`config.mk`:
```
export PLATFORM = sky130hd
export DESIGN_NAME = vga_timing_painter
export DESIGN_NICKNAME = d
export VERILOG_FILES = /design/src/rtl/vga_pkg.sv /design/src/rtl/vga_axis_counter.sv /design/src/rtl/vga_timing_painter.sv
export SDC_FILE = /design/constraint.sdc
export NUM_CORES = 1
export LEC_CHECK = 0
export ABC_CLOCK_PERIOD_IN_PS = 2200
export BUFFER_PORTS_ARGS = -buffer_cell sky130_fd_sc_hd__clkbuf_2
export CAP_MARGIN = 30
export CORE_MARGIN = 2
export CORE_UTILIZATION = 49
export DETAILED_ROUTE_END_ITERATION = 6
export GPL_ROUTABILITY_DRIVEN = 0
export GPL_TIMING_DRIVEN = 0
export HOLD_SLACK_MARGIN = 0.08
export PLACE_DENSITY = 0.82
export SYNTH_ARGS = -nofsm -noshare
export SYNTH_HDL_FRONTEND = slang
export SYNTH_HIERARCHICAL = 1
export SYNTH_SLANG_ARGS = --single-unit
```
`constraint.sdc`:
```
create_clock -name clk -period 2.2 [get_ports clk]
set_clock_uncertainty 0.05 [all_clocks]
set_input_delay 0.11 -clock clk [delete_from_list [all_inputs] [get_ports clk]]
set_output_delay 0.11 -clock clk [all_outputs]
set_load 0.02 [all_outputs]
```
`src/rtl/vga_pkg.sv`:
```
// Shared types for the VGA back-end: mode/phase encodings, per-pixel control word, bar LUT.
package vga_pkg;

    localparam int CNT_W = 10;

    typedef enum logic [1:0] {
        PASS  = 2'd0,
        BARS  = 2'd1,
        BLANK = 2'd2,
        PASS2 = 2'd3
    } mode_e;

    typedef enum logic [1:0] {
        ACTIVE = 2'd0,
        FRONT  = 2'd1,
        SYNC   = 2'd2,
        BACK   = 2'd3
    } phase_e;

    // Control that travels alongside a pixel while its colour is being fetched.
    typedef struct packed {
        logic       visible;
        logic       hs_act;
        logic       vs_act;
        logic [2:0] bar;
    } ctl_t;

    // Returns {blue, green, red} on/off enables; the caller widens each bit to COLOR_W.
    function automatic logic [2:0] bar_mask(input logic [2:0] idx);
        logic [2:0] m;
        case (idx)
            3'd0:    m = 3'b111; // white
            3'd1:    m = 3'b011; // yellow
            3'd2:    m = 3'b110; // cyan
            3'd3:    m = 3'b010; // green
            3'd4:    m = 3'b101; // magenta
            3'd5:    m = 3'b001; // red
            3'd6:    m = 3'b100; // blue
            default: m = 3'b000; // black
        endcase
        return m;
    endfunction

endpackage

```
`src/rtl/vga_axis_counter.sv`:
```
// One video axis: position counter plus ACTIVE/FRONT/SYNC/BACK phase tracker.
// Latency: count and phase update on the cycle inc is high; last is combinational.
// Backpressure: none; holds whenever inc is low, or at the last index while wrap_en is low.
module vga_axis_counter #(
    parameter int ACTIVE = 640,
    parameter int FP     = 16,
    parameter int SYNC   = 96,
    parameter int BP     = 48
) (
    input  logic                       clk,
    input  logic                       reset,
    input  logic                       inc,
    input  logic                       wrap_en,
    output logic [vga_pkg::CNT_W-1:0]  count,
    output vga_pkg::phase_e            phase,
    output logic                       last
);
    localparam int W = vga_pkg::CNT_W;
    localparam logic [W-1:0] ACT_END = W'(ACTIVE - 1);
    localparam logic [W-1:0] FP_END  = W'(ACTIVE + FP - 1);
    localparam logic [W-1:0] SY_END  = W'(ACTIVE + FP + SYNC - 1);
    localparam logic [W-1:0] TOT_END = W'(ACTIVE + FP + SYNC + BP - 1);

    logic step;

    assign last = (count == TOT_END);
    assign step = inc && (!last || wrap_en);

    always_ff @(posedge clk or posedge reset) begin
        if (reset) begin
            count <= '0;
            phase <= vga_pkg::ACTIVE;
        end else if (step) begin
            count <= last ? '0 : count + 1'b1;
            case (phase)
                vga_pkg::ACTIVE: if (count == ACT_END) phase <= vga_pkg::FRONT;
                vga_pkg::FRONT:  if (count == FP_END)  phase <= vga_pkg::SYNC;
                vga_pkg::SYNC:   if (count == SY_END)  phase <= vga_pkg::BACK;
                default:         if (last)             phase <= vga_pkg::ACTIVE;
            endcase
        end
    end

endmodule

```
`src/rtl/vga_timing_painter.sv`:
```
// VGA back-end: raster timing, upstream pixel requests, colour/sync alignment to DAC pins.
// Latency: PIPE_LAT+1 pix_en cycles from counter value (req_out) to pins.
// Backpressure: none; pix_en low freezes counters, pipeline and outputs.
module vga_timing_painter
    import vga_pkg::*;
#(
    parameter int H_ACTIVE = 640,
    parameter int H_FP     = 16,
    parameter int H_SYNC   = 96,
    parameter int H_BP     = 48,
    parameter int V_ACTIVE = 480,
    parameter int V_FP     = 10,
    parameter int V_SYNC   = 2,
    parameter int V_BP     = 33,
    parameter int COLOR_W  = 8,
    parameter int HS_POL   = 0,
    parameter int VS_POL   = 0,
    parameter int PIPE_LAT = 2
) (
    input  logic                   clk,
    input  logic                   reset,
    input  logic                   pix_en,
    input  logic [1:0]             mode,
    input  logic [3*COLOR_W-1:0]   color_in,
    output logic                   req_out,
    output logic [CNT_W-1:0]       req_x,
    output logic [CNT_W-1:0]       req_y,
    output logic                   frame_start,
    output logic [COLOR_W-1:0]     red,
    output logic [COLOR_W-1:0]     green,
    output logic [COLOR_W-1:0]     blue,
    output logic                   hsync,
    output logic                   vsync,
    output logic                   sync_n,
    output logic                   blank_n
);
    localparam int   H_TOTAL = H_ACTIVE + H_FP + H_SYNC + H_BP;
    localparam int   V_TOTAL = V_ACTIVE + V_FP + V_SYNC + V_BP;
    localparam int   BAR_W   = H_ACTIVE / 8;
    localparam logic HS_ON   = 1'(HS_POL);
    localparam logic VS_ON   = 1'(VS_POL);

    if (H_ACTIVE % 8 != 0) begin : g_bad_hactive
        $error("H_ACTIVE must be divisible by 8");
    end
    if (H_TOTAL > 1024 || V_TOTAL > 1024) begin : g_bad_total
        $error("H_TOTAL and V_TOTAL must not exceed 1024");
    end
    if (PIPE_LAT < 0 || PIPE_LAT > 7) begin : g_bad_lat
        $error("PIPE_LAT must be in 0..7");
    end

    logic [CNT_W-1:0] h, v;
    phase_e           h_phase, v_phase;
    logic             h_last, unused_v_last;

    vga_axis_counter #(.ACTIVE(H_ACTIVE), .FP(H_FP), .SYNC(H_SYNC), .BP(H_BP)) u_h_axis (
        .clk     (clk),
        .reset   (reset),
        .inc     (pix_en),
        .wrap_en (1'b1),
        .count   (h),
        .phase   (h_phase),
        .last    (h_last)
    );

    vga_axis_counter #(.ACTIVE(V_ACTIVE), .FP(V_FP), .SYNC(V_SYNC), .BP(V_BP)) u_v_axis (
        .clk     (clk),
        .reset   (reset),
        .inc     (pix_en & h_last),
        .wrap_en (h_last),
        .count   (v),
        .phase   (v_phase),
        .last    (unused_v_last)
    );

    ctl_t s0;
    always_comb begin
        s0         = '0;
        s0.visible = (h_phase == ACTIVE) && (v_phase == ACTIVE);
        s0.hs_act  = (h_phase == SYNC);
        s0.vs_act  = (v_phase == SYNC);
        for (int i = 1; i < 8; i++) begin
            if (h >= CNT_W'(i * BAR_W)) s0.bar = 3'(i);
        end
    end

    assign req_out     = s0.visible;
    assign req_x       = s0.visible ? h : '0;
    assign req_y       = s0.visible ? v : '0;
    assign frame_start = (h == '0) && (v == '0) && pix_en;

    // Control is delayed to meet the colour returning from upstream.
    ctl_t dly;
    if (PIPE_LAT == 0) begin : g_no_dly
        assign dly = s0;
    end else begin : g_dly
        ctl_t pipe [PIPE_LAT];
        always_ff @(posedge clk or posedge reset) begin
            if (reset) begin
                for (int i = 0; i < PIPE_LAT; i++) pipe[i] <= '0;
            end else if (pix_en) begin
                pipe[0] <= s0;
                for (int i = 1; i < PIPE_LAT; i++) pipe[i] <= pipe[i-1];
            end
        end
        assign dly = pipe[PIPE_LAT-1];
    end

    mode_e mode_q;
    always_ff @(posedge clk or posedge reset) begin
        if (reset)            mode_q <= PASS;
        else if (frame_start) mode_q <= mode_e'(mode);
    end

    logic [3*COLOR_W-1:0] pix_rgb;
    logic [2:0]           bar_en;
    always_comb begin
        pix_rgb = '0;
        bar_en  = bar_mask(dly.bar);
        if (dly.visible) begin
            case (mode_q)
                BARS:    pix_rgb = {{COLOR_W{bar_en[2]}}, {COLOR_W{bar_en[1]}}, {COLOR_W{bar_en[0]}}};
                BLANK:   pix_rgb = '0;
                default: pix_rgb = color_in;
            endcase
        end
    end

    always_ff @(posedge clk or posedge reset) begin
        if (reset) begin
            {blue, green, red} <= '0;
            hsync              <= ~HS_ON;
            vsync              <= ~VS_ON;
            sync_n             <= 1'b1;
            blank_n            <= 1'b0;
        end else if (pix_en) begin
            {blue, green, red} <= pix_rgb;
            hsync              <= dly.hs_act ? HS_ON : ~HS_ON;
            vsync              <= dly.vs_act ? VS_ON : ~VS_ON;
            sync_n             <= ~(dly.hs_act | dly.vs_act);
            blank_n            <= dly.visible && (mode_q != BLANK);
        end
    end

endmodule

```
==> reports/metrics.cfg <==
[synthesis]
synth_area_leader_cell = dfrtp_1
ys_warn_count = 6
ys_async_sr_fraction = 1.00
avgSynthCellArea_um2 = 9.97
synth_edf_count = 0
synthCells = 361
synth-seq-area-share = 0.460
synth_seq_cells = 66
yosysTopAreaCellShare = 0.438
synth_area_mm2 = 0.00360
synth_area_leaders = dfrtp_1 44%, nor2b_1 5.2%, o22ai_1 4.9%, inv_1 4.8%, ha_1 4.2%
synthDistinctLibCells = 57
synth_top_flop_cell = dfrtp_1

[sta]
fin_setup_tns_ps = 0
fmax_mhz = 458
whs_ps = 95.7
fin_crit_ps = 2180
worst_slack_ps = 15.9
finalHoldViolCount = 0
setup_viol = 0
worst-slew-pin-transition_ps = 843
final_max_slew_viol_count = 0
rsz0062_at_grt = true
max_slew_margin = 0.437
finalCritPeriodShare = 0.993

[critical_path]
rrSetupSlack_ps = 20
worstSetupEndpointType = register
cp_max_fo = 6
crit_chain = or3b_4 -> nor3_4 -> buf_4 -> and2_4 -> o21ai_4 -> nand4b_1 -> mux2_4
reg2reg_depth = 7
slowest_stage = or3b_4
path_class = reg -> reg
slowest_delay_ps = 430
setup.worst_path.start = u_h_axis/count[6]
worstSetupEndpoint = u_v_axis/phase[1]
r2r-start = u_h_axis/count[6]
r2r-end = u_v_axis/phase[1]
crit_arrival_ps = 2370
crit_buf_inv = 1
start_kind = register
cp_top_family = simple AND/OR/NAND/NOR gates
cp.depth = 7
cp.required_ps = 2380

[power]
p_leak_nw = 2.28
max-vdd-ir-drop_uv = 371
power_mw = 3.07
p_per_area_mw_per_mm2 = 633

[layout]
fin_util = 0.675
syn2layout_area_growth_pct = 34.6
design_area_mm2 = 0.00484
drive_gt1_frac = 0.337
stdcell_count = 603
fin_nets = 540
n_antenna_cell = 0

[clocking]
htree_levels = 3
cts_buffer_depth = 2
clkTransAtPathRegs_ps = 70
tritoncts = built
clock_latency_ps = 340
numCtsBuffers = 9
cts_sinks = 66
root_buffer = clkbuf_8

[place]
io_buffers = 78
dp.cells = 540
dp_hpwl_mm = 5.55
place_ws_ps = -356
placed_area_mm2 = 0.00412

[drt]
vias = 3177
wl_met1_mm = 4.06
dr_wl_met3_um = 544
wl_met2_mm = 4.70
wl_per_cell_um = 15.7
ant_nets = 0
dr.pass1.iters = 4
drcViolationCount = 0
top_layer_used = met4
drt_iter0_drc = 135
via_per_inst = 5.27
totalWireLength_mm = 9.46

[floorplanning]
rows = 31
die_h_um = 89.7
io_pins = 79
start_util = 0.501
die-area_mm2 = 0.00805
die_x_um = 89.7
coreArea_mm2 = 0.00718

[global_routing]
grt_use_total = 0.236
grt_pass1_vias = 3116
grt_first_pass_wirelength_mm = 14.4
overflow = 0
grt_max_degree = 43
antenna_found_initial = 0

[run_status]
status = finished clean

[run]
drv_cap = 0

[hold_path]
hp-class = in -> reg

## how the worst min path moves through the flow
stage                start           endpoint  slack (ps)  cells past startpoint
CTS                 pix_en  u_h_axis/count[0]          80                      3
detailed placement   reset  u_v_axis/phase[0]         140                      2
floorplan            reset  u_h_axis/count[0]         -80                      1
finish              pix_en  u_h_axis/count[0]         100                      3
global placement     reset  u_h_axis/phase[1]         120                      2
global route        pix_en  u_h_axis/count[0]         110                      3
## synthesized netlist by cell type, drive strengths merged, types with 3 or more instances
cell type and count:
nor2b 30, nand2b 3, o22ai 28, nand2 17, nor3b 3, xnor2 5, nand3 10, and3 3
nand4 7, nor3 3, nor2 19, and2 22, o21ai 15, buf 3, dfstp 3, clkbuf 10
inv 46, ha 12, xor2 5, a21oi 8, nor4 5, dfrtp 63, a31oi 5, mux2 13
mux2i 4
## repair_timing
item                                   CTS  global route
setup buffers                           10            11
resized for setup                       12            17
endpoints found under the hold margin   89             0
setup endpoints to repair               32            26
pin swaps                                3             9
hold buffers                            27             0
## registers in the layout, summed over array words and instances, names as in the netlist
name            cells
dly                 6
u_v_axis/count     10
u_h_axis/phase      2
mode_q              2
blank_n             1
u_v_axis/phase      2
sync_n              1
g_dly.pipe          6
green               8
hsync               1
vsync               1
blue                8
u_h_axis/count     10
red                 8
## cell families (layout without fill, tap and decap cells)
family,Yosys count,count (layout),synth area share
other,1,3,0.00104
AND/OR/NAND/NOR,131,131,0.228
flip-flops,66,66,0.460
adder cells (fa/ha/maj),13,13,0.0445
buffers and inverters,59,200,0.0643
AO/OA/AOI/OAI,64,64,0.123
multiplexers,17,17,0.0549
XOR/XNOR,10,10,0.0243
## routing by layer
| layer | vias to the layer above | global-route usage |
|---|---|---|
| met5 | - | 0 |
| met4 | 0 | 0.103 |
| met3 | 20 | 0.0411 |
| met2 | 111 | 0.407 |
| met1 | 1535 | 0.289 |
| li1 | 1511 | - |
## power breakdown
group / switching (mW) / internal, mW
logic: 0.259 / 0.272
clock network: 0.469 / 0.639
registers: 0.127 / 1.30
total: 0.855 / 2.21
## placed cells by master (no fill, tap or decap), types with 10 or more instances in the layout
master	n
and2_1	19
buf_4	19
clkbuf_1	14
clkbuf_2	78
dfrtp_1	52
dfrtp_2	11
dlygate4sd3_1	27
inv_1	44
nand2_1	17
nand3_1	10
nor2_1	19
nor2b_1	30
o22ai_1	28
## area by class of cell
cell class	instances	area [um2]
clock buffer	13	139
timing repair buffer	126	830
fill	530	2330
inverter	46	173
multi-input combinational	238	1800
tap	99	124
sequential	66	1670
buffer	12	47.5
clock inverter	3	65.1
## tightest hold or removal path, stage by stage
cell and delay [ps]:
clkbuf_2 160, nand2b_1 110, o21ai_0 70
Note: power is estimated with default switching activity, not from simulation.
